<file path="src/rtl/mem_port_arbiter.sv">
// Round-robin arbiter sharing one single-port synchronous RAM between a read-only
// instruction port and a read/write data port, with at most one read in flight.
module mem_port_arbiter #(
  parameter int p_ADDR_BITS     = 32,
  parameter int p_DATA_BITS     = 32,
  parameter int p_STRB_BITS     = p_DATA_BITS / 8,
  parameter int p_RAM_ADDR_BITS = 16
) (
  input  logic                       clk,
  input  logic                       rst,
  input  logic [p_ADDR_BITS-1:0]     imem_addr,
  input  logic                       imem_valid,
  output logic                       imem_ready,
  output logic                       imem_r_valid,
  input  logic                       imem_r_ready,
  output logic [p_DATA_BITS-1:0]     imem_r_data,
  output logic                       imem_r_resp,
  input  logic [p_ADDR_BITS-1:0]     dmem_addr,
  input  logic                       dmem_cmd,
  input  logic                       dmem_valid,
  output logic                       dmem_ready,
  input  logic                       dmem_w_valid,
  input  logic [p_STRB_BITS-1:0]     dmem_w_strb,
  input  logic [p_DATA_BITS-1:0]     dmem_w_data,
  output logic                       dmem_r_valid,
  input  logic                       dmem_r_ready,
  output logic [p_DATA_BITS-1:0]     dmem_r_data,
  output logic                       dmem_r_resp,
  output logic                       ram_en,
  output logic [p_STRB_BITS-1:0]     ram_we,
  output logic [p_RAM_ADDR_BITS-1:0] ram_addr,
  output logic [p_DATA_BITS-1:0]     ram_wdata,
  input  logic [p_DATA_BITS-1:0]     ram_rdata
);

  localparam int ADDR_HI = p_RAM_ADDR_BITS + 2;

  typedef enum logic [1:0] {
    S_IDLE = 2'd0,
    S_READ = 2'd1,
    S_RESP = 2'd2
  } state_t;

  state_t                 state_q;
  logic                   gnt_dmem_q;   // owner of the outstanding read
  logic                   err_q;
  logic                   r_last_q;     // 1 = dmem was the last port accepted
  logic [p_DATA_BITS-1:0] hold_q;

  logic                   imem_elig;
  logic                   dmem_elig;
  logic                   pick_dmem;
  logic                   pick_imem;
  logic                   idle;
  logic                   imem_acc;
  logic                   dmem_acc;
  logic                   any_acc;
  logic                   is_write;
  logic [p_ADDR_BITS-1:0] sel_addr;
  logic                   in_range;
  logic                   resp_phase;
  logic                   gnt_r_ready;
  logic [p_DATA_BITS-1:0] read_data;

  assign imem_elig = imem_valid;
  assign dmem_elig = dmem_valid && (!dmem_cmd || dmem_w_valid);
  assign pick_dmem = dmem_elig && (!imem_elig || !r_last_q);
  assign pick_imem = imem_elig && !pick_dmem;
  assign idle      = (state_q == S_IDLE) && !rst;
  assign imem_acc  = idle && pick_imem;
  assign dmem_acc  = idle && pick_dmem;
  assign any_acc   = imem_acc || dmem_acc;
  assign is_write  = dmem_acc && dmem_cmd;
  assign sel_addr  = pick_dmem ? dmem_addr : imem_addr;
  assign in_range  = (sel_addr[p_ADDR_BITS-1:ADDR_HI] == '0);

  assign imem_ready = imem_acc;
  assign dmem_ready = dmem_acc;

  // Out-of-range accesses never reach the RAM; writes are dropped silently.
  assign ram_en    = any_acc && in_range;
  assign ram_we    = (is_write && in_range) ? dmem_w_strb : '0;
  assign ram_addr  = ram_en ? sel_addr[ADDR_HI-1:2] : '0;
  assign ram_wdata = (is_write && in_range) ? dmem_w_data : '0;

  assign resp_phase  = (state_q != S_IDLE) && !rst;
  assign gnt_r_ready = gnt_dmem_q ? dmem_r_ready : imem_r_ready;
  assign read_data   = (state_q == S_READ) ? (err_q ? '0 : ram_rdata) : hold_q;

  assign imem_r_valid = resp_phase && !gnt_dmem_q;
  assign imem_r_data  = imem_r_valid ? read_data : '0;
  assign imem_r_resp  = imem_r_valid && err_q;
  assign dmem_r_valid = resp_phase && gnt_dmem_q;
  assign dmem_r_data  = dmem_r_valid ? read_data : '0;
  assign dmem_r_resp  = dmem_r_valid && err_q;

  always_ff @(posedge clk or posedge rst) begin
    if (rst) begin
      state_q    <= S_IDLE;
      gnt_dmem_q <= 1'b0;
      err_q      <= 1'b0;
      r_last_q   <= 1'b1;
      hold_q     <= '0;
    end else begin
      case (state_q)
        S_IDLE: begin
          if (any_acc) begin
            r_last_q <= dmem_acc;
          end
          if (any_acc && !is_write) begin
            state_q    <= S_READ;
            gnt_dmem_q <= dmem_acc;
            err_q      <= !in_range;
          end
        end
        S_READ: begin
          if (gnt_r_ready) begin
            state_q <= S_IDLE;
          end else begin
            // RAM output is only valid for one cycle, so park it for the stall.
            hold_q  <= read_data;
            state_q <= S_RESP;
          end
        end
        S_RESP: begin
          if (gnt_r_ready) begin
            state_q <= S_IDLE;
          end
        end
        default: state_q <= S_IDLE;
      endcase
    end
  end

endmodule

</file>
<file path="config.mk">
export PLATFORM = sky130hd
export DESIGN_NAME = mem_port_arbiter
export DESIGN_NICKNAME = d
export VERILOG_FILES = /design/src/rtl/mem_port_arbiter.sv
export SDC_FILE = /design/constraint.sdc
export NUM_CORES = 1
export LEC_CHECK = 0
export CORE_MARGIN = 2
export CORE_UTILIZATION = 32
export DETAILED_ROUTE_END_ITERATION = 10
export GPL_TIMING_DRIVEN = 0
export MAX_ROUTING_LAYER = met4
export PLACE_DENSITY_LB_ADDON = 0.3
export SYNTH_ARGS = -nofsm -noshare
export SYNTH_HDL_FRONTEND = slang
export SYNTH_SLANG_ARGS = --single-unit
export TNS_END_PERCENT = 1
</file>
<file path="constraint.sdc">
create_clock -name clk -period 9.32 [get_ports clk]
set_input_delay 1.864 -clock clk [delete_from_list [all_inputs] [get_ports clk]]
set_output_delay 1.864 -clock clk [all_outputs]
set_load 0.01 [all_outputs]
</file>
Word level (Yosys, flattened, before mapping)
Index checks and enable logic that the tools add are counted.
{ "op_classes": {"n_eq_ne": 4, "mux": 13, "bitwise_logic": 1, "reduce_logical": 33} }
{ "ops": {"columns": ["cell", "count"], "rows": [
  ["two-way mux 32 bit", 6],
  ["two-way mux 16 bit", 1],
  ["logical AND 1 bit", 15],
  ["zero test 14 bit", 1],
  ["zero test 1 bit", 8],
  ["AND reduction 2 bit", 4],
  ["two-way mux 2 bit", 3],
  ["one-hot mux 2 bit (3 select lines)", 1],
  ["two-way mux 4 bit", 1],
  ["logical OR 1 bit", 3],
  ["== test 2 x 1 -> 1 bit, second input constant", 1],
  ["== test 2 bit, second input constant", 1],
  ["zero test 2 bit", 1],
  ["inequality test 2 x 1 -> 1 bit, second input constant", 1],
  ["inequality test 2 bit, second input constant", 1],
  ["nonzero test 2 bit", 1],
  ["two-way mux 1 bit", 1],
  ["NOT 1 bit", 1]
]} }
{ "word_totals": {"reg_bits": 37, "input_bits": 140, "output_inout_bits": 123, "wordCells": 56} }

Depth between registers and ports, before layout
{ "logic_depth": {"ltp_word": 11, "mapped_depth": 6} }

Least setup slack after synthesis
OpenSTA, ideal clock, no wires.
{ "synth_timing": {"path_type": "input port to output port", "start": "input rst", "end": "output ram_addr[10]", "arrival_ns": 3.760, "path_slack_ns": 3.696, "stages": 5, "path_buffers": 1, "cell_sequence": "inv_1 -> nand2_1 -> a21oi_1 -> buf_2 -> o21a_1"} }
{ "synth_via": {"elab_chain_cells": 6, "elab_cells_between_ends": 7, "cone_classes": "mux (1); reduce/logical (6)"} }
{ "synth_lines": {"columns": ["item", "line", "rtl"], "rows": [
  ["from (decl)", "10", "input logic rst,"],
  ["zero test 1 bit (no source line) *", null, null],
  ["logical AND 1 bit *", "69", "assign idle = (state_q == S_IDLE) && !rst;"],
  ["logical AND 1 bit, on equally long branches", "70, 71", null],
  ["logical OR 1 bit *", "72", "assign any_acc = imem_acc || dmem_acc;"],
  ["logical AND 1 bit *", "81", "assign ram_en = any_acc && in_range;"],
  ["two-way mux 16 bit *", "83", "assign ram_addr = ram_en ? sel_addr[ADDR_HI-1:2] : '0;"],
  ["to (decl)", "31", "output logic [p_RAM_ADDR_BITS-1:0] ram_addr,"]
]} }
Every way passes the cells marked *; elsewhere a longest branch is shown, timed or not.

Worst setup path in the final report
Same ends and word-level chain as after synthesis.

==> results.py <==
metrics = {
    "grt": {
        "antenna_found_initial": 0,
        "grt_pass1_vias": 3832,
        "grt_util_all_layers_pct": 24.45,
        "grt_start_max_net_pins": 39,
        "grt_overflow": 0,
        "grt_pass1_wl_um": 19290,
    },
    "final_layout": {
        "syn_to_final_growth_pct": 92.95,
        "diodes": 0,
        "fillers": 832,
        "fin_area_mm2": 0.005823,
        "finalNetCount": 847,
        "drive_gt1_share_pct": 2.966,
        "final_cells": 819,
    },
    "critical_path": {
        "cp.required_ps": 7460,
        "crit_path_start_kind": "input port",
        "crit_path_end_kind": "primary output",
        "r2r_slack_ps": 7560,
        "reg2reg_depth": 5,
        "critPathKind": "in2out",
        "arrival_ps": 4790,
        "r2r_end": "hold_q[22]",
        "critPathMaxFanout": 38,
        "rr_startpoint": "gnt_dmem_q",
    },
    "flow_run": {
        "cap_violations": 0,
    },
    "hold_path": {
        "min_from": "r_last_q",
        "hold_path_depth": 2,
        "hp-class": "reg2reg",
        "holdPathEnd": "r_last_q",
    },
    "yosys": {
        "synth_ff_type": "dfrtp_1",
        "avgSynthCellArea_um2": 6.828,
        "synth_edf_count": 0,
        "ys_seq_area_share_pct": 30.72,
        "synth.net_count": 582,
        "syn_area_mm2": 0.003018,
        "synthArstFlopShare_pct": 100.0,
        "ys_types": 30,
        "ys_ff_latch": 37,
        "ys_warn_count": 0,
        "synth_cells": 442,
    },
    "clocking": {
        "postCtsSetupBuffers": 0,
        "cts-buffers-inserted": 5,
        "htreeDepth": 2,
        "cts_root_buffer": "clkbuf_8",
        "clk_path_buf_depth": 2,
        "worstSkewPairLatency_ps": 290,
        "cts_resized": 0,
        "ctsHoldBuffers": 0,
        "cts.sinks": 37,
        "cts_tree": "built",
        "clk_pin_slew_worst_paths_ps": 70,
    },
    "timing": {
        "setup_violations": 0,
        "rsz0062_at_grt": "false",
        "slew_viol_final": 0,
        "finalCriticalPeriod_ps": 6650,
        "hold_viol_final": 0,
        "timing.setup.tns_ps": 0,
        "period_share_pct": 71.35,
        "max_freq_mhz": 150.4,
        "fin_skew_ps": 7.151,
        "slew_headroom_pct": 47.51,
        "worst_slew_pin_slew_ps": 786.2,
    },
    "route": {
        "wl_um": 12730,
        "wl_met3_um": 900,
        "first_iter_violations": 152,
        "viasPerCell": 4.761,
        "wire_per_inst_um": 15.55,
        "drc": 0,
        "drtAntennaViolNets": 0,
        "top_layer_used": "met4",
        "wl_met1_um": 5273,
        "dr.pass1.iters": 5,
        "num_vias": 3899,
        "wl_met2_um": 6316,
    },
    "floorplan": {
        "core-area_mm2": 0.009196,
        "die_y_um": 101.1,
        "fp.dieArea_mm2": 0.01022,
        "io_pins": 263,
        "start_util_pct": 32.82,
        "die_w_um": 101.1,
        "rows": 35,
    },
    "power_and_ir_drop": {
        "power.share.sequential_pct": 38.5,
        "switchingPower_w": 0.0001533,
        "cellLeakagePower_nw": 2.088,
        "p_comb_share_pct": 37.0,
        "sw_frac_of_total_pct": 34.09,
        "ir_worst_vdd_uv": 48.91,
        "power.total_w": 0.0004496,
        "p_per_area_mw_per_mm2": 77.20,
        "p_int_w": 0.0002963,
        "pwr-share-clk_pct": 24.5,
    },
    "place": {
        "placed_cell_area_mm2": 0.005739,
        "dpl.hpwl_um": 10240,
        "placedCellCount": 811,
        "finalWeightedCongestion": 0.8754,
        "portBuffers": 258,
    },
    "outcome": {
        "outcome": "finished, final reports clean",
    },
}
[power by group through the flow]
stage	clock [W]	sequential, W	combinational (W)
after floorplan	0	0.000175	0.0000737
after global routing	0.000121	0.000174	0.000182
after global placement	0	0.000176	0.000163
final	0.000110	0.000173	0.000166
after detailed placement	0	0.000176	0.000166
after CTS	0.000113	0.000173	0.000167
[cell usage in the layout (no fill, tap or decap), types with 17 or more instances in the layout]
cell type,count
dfrtp_1,36
and2_1,37
o21ai_1,32
o21a_1,48
clkdlybuf4s50_1,258
clkbuf_1,20
nor3_1,17
inv_1,22
nand2_1,104
nor2_1,71
[worst max-delay path, cell delays in order]
cell and delay (ps):
clkdlybuf4s50_1 450, inv_2 590, nand2_1 270, a21oi_1 570, buf_2 330, o21a_1 150
clkdlybuf4s50_1 540
[layer usage]
layer / global-route usage (%) / vias to the layer above
li1: - / 1959
met1: 29.00 / 1738
met2: 42.18 / 180
met3: 4.716 / 22
met4: 6.861 / 0
met5: - / -
[cell families (layout without fill, tap and decap cells)]
group / Yosys count / after routing / synth area share [%]
and+or+nand+nor: 261 / 261 / 42.12
buffers and inverters: 56 / 322 / 7.835
muxes: 2 / 2 / 0.6634
DFF: 37 / 37 / 30.72
AOI/OAI and AO/OA: 86 / 86 / 18.66
[cell usage after synthesis (2+ instances only)]
master / number / area share (%)
clkbuf_1: 18 / 2.2
nor3b_1: 16 / 4.0
mux2i_1: 2 / 0.66
o21ai_1: 32 / 5.3
nand2_1: 104 / 13
and2_1: 37 / 7.7
nor4_4: 4 / 2.8
o21a_1: 48 / 12
nor2_1: 71 / 8.8
dfrtp_1: 36 / 30
nor4_1: 3 / 0.62
buf_2: 3 / 0.50
nand2b_1: 3 / 0.62
a21oi_1: 2 / 0.33
buf_6: 3 / 1.1
buf_1: 8 / 1.0
nor3_1: 17 / 2.8
inv_1: 23 / 2.9
[final cells by class]
cell class                      count  area (µm²)  share of cell area [%]
Inverter                           24       90.09                   1.547
Tap cell                          111       138.9                   2.385
Clock inverter                      1       7.507                  0.1289
Multi-Input combinational cell    349        1854                   31.84
Timing Repair Buffer              258        2582                   44.35
Sequential cell                    37       927.1                   15.92
Clock buffer                        7       76.32                   1.311
Buffer                             32       146.4                   2.514
[sequential cells by signal (all words and copies together), names as in the netlist]
signal / count
state_q: 2
r_last_q: 1
gnt_dmem_q: 1
err_q: 1
hold_q: 32
[through the flow]
stage | hold slack (ps) | setup slack, ps | util [%]
2_1_floorplan | 439.3 | 3696 | -
3_3_place_gp | 449.6 | 2110 | 62.41
3_5_place_dp | 454.6 | 2613 | 62.41
4_1_cts | 467.0 | 2615 | 63.32
5_1_grt | 505.3 | 2383 | 63.32
6_report | 466.7 | 2670 | 63.32
[how the worst max path moves through the flow]
stage                     slack [ps]  startpoint            to
after CTS                       2610         rst  ram_addr[10]
final                           2670         rst  ram_addr[10]
after detailed placement        2610         rst  ram_addr[10]
after global routing            2380         rst   ram_addr[9]
after global placement          2110         rst  ram_addr[10]
after floorplan                 3700         rst  ram_addr[10]
(Power assumes the default switching activity.)
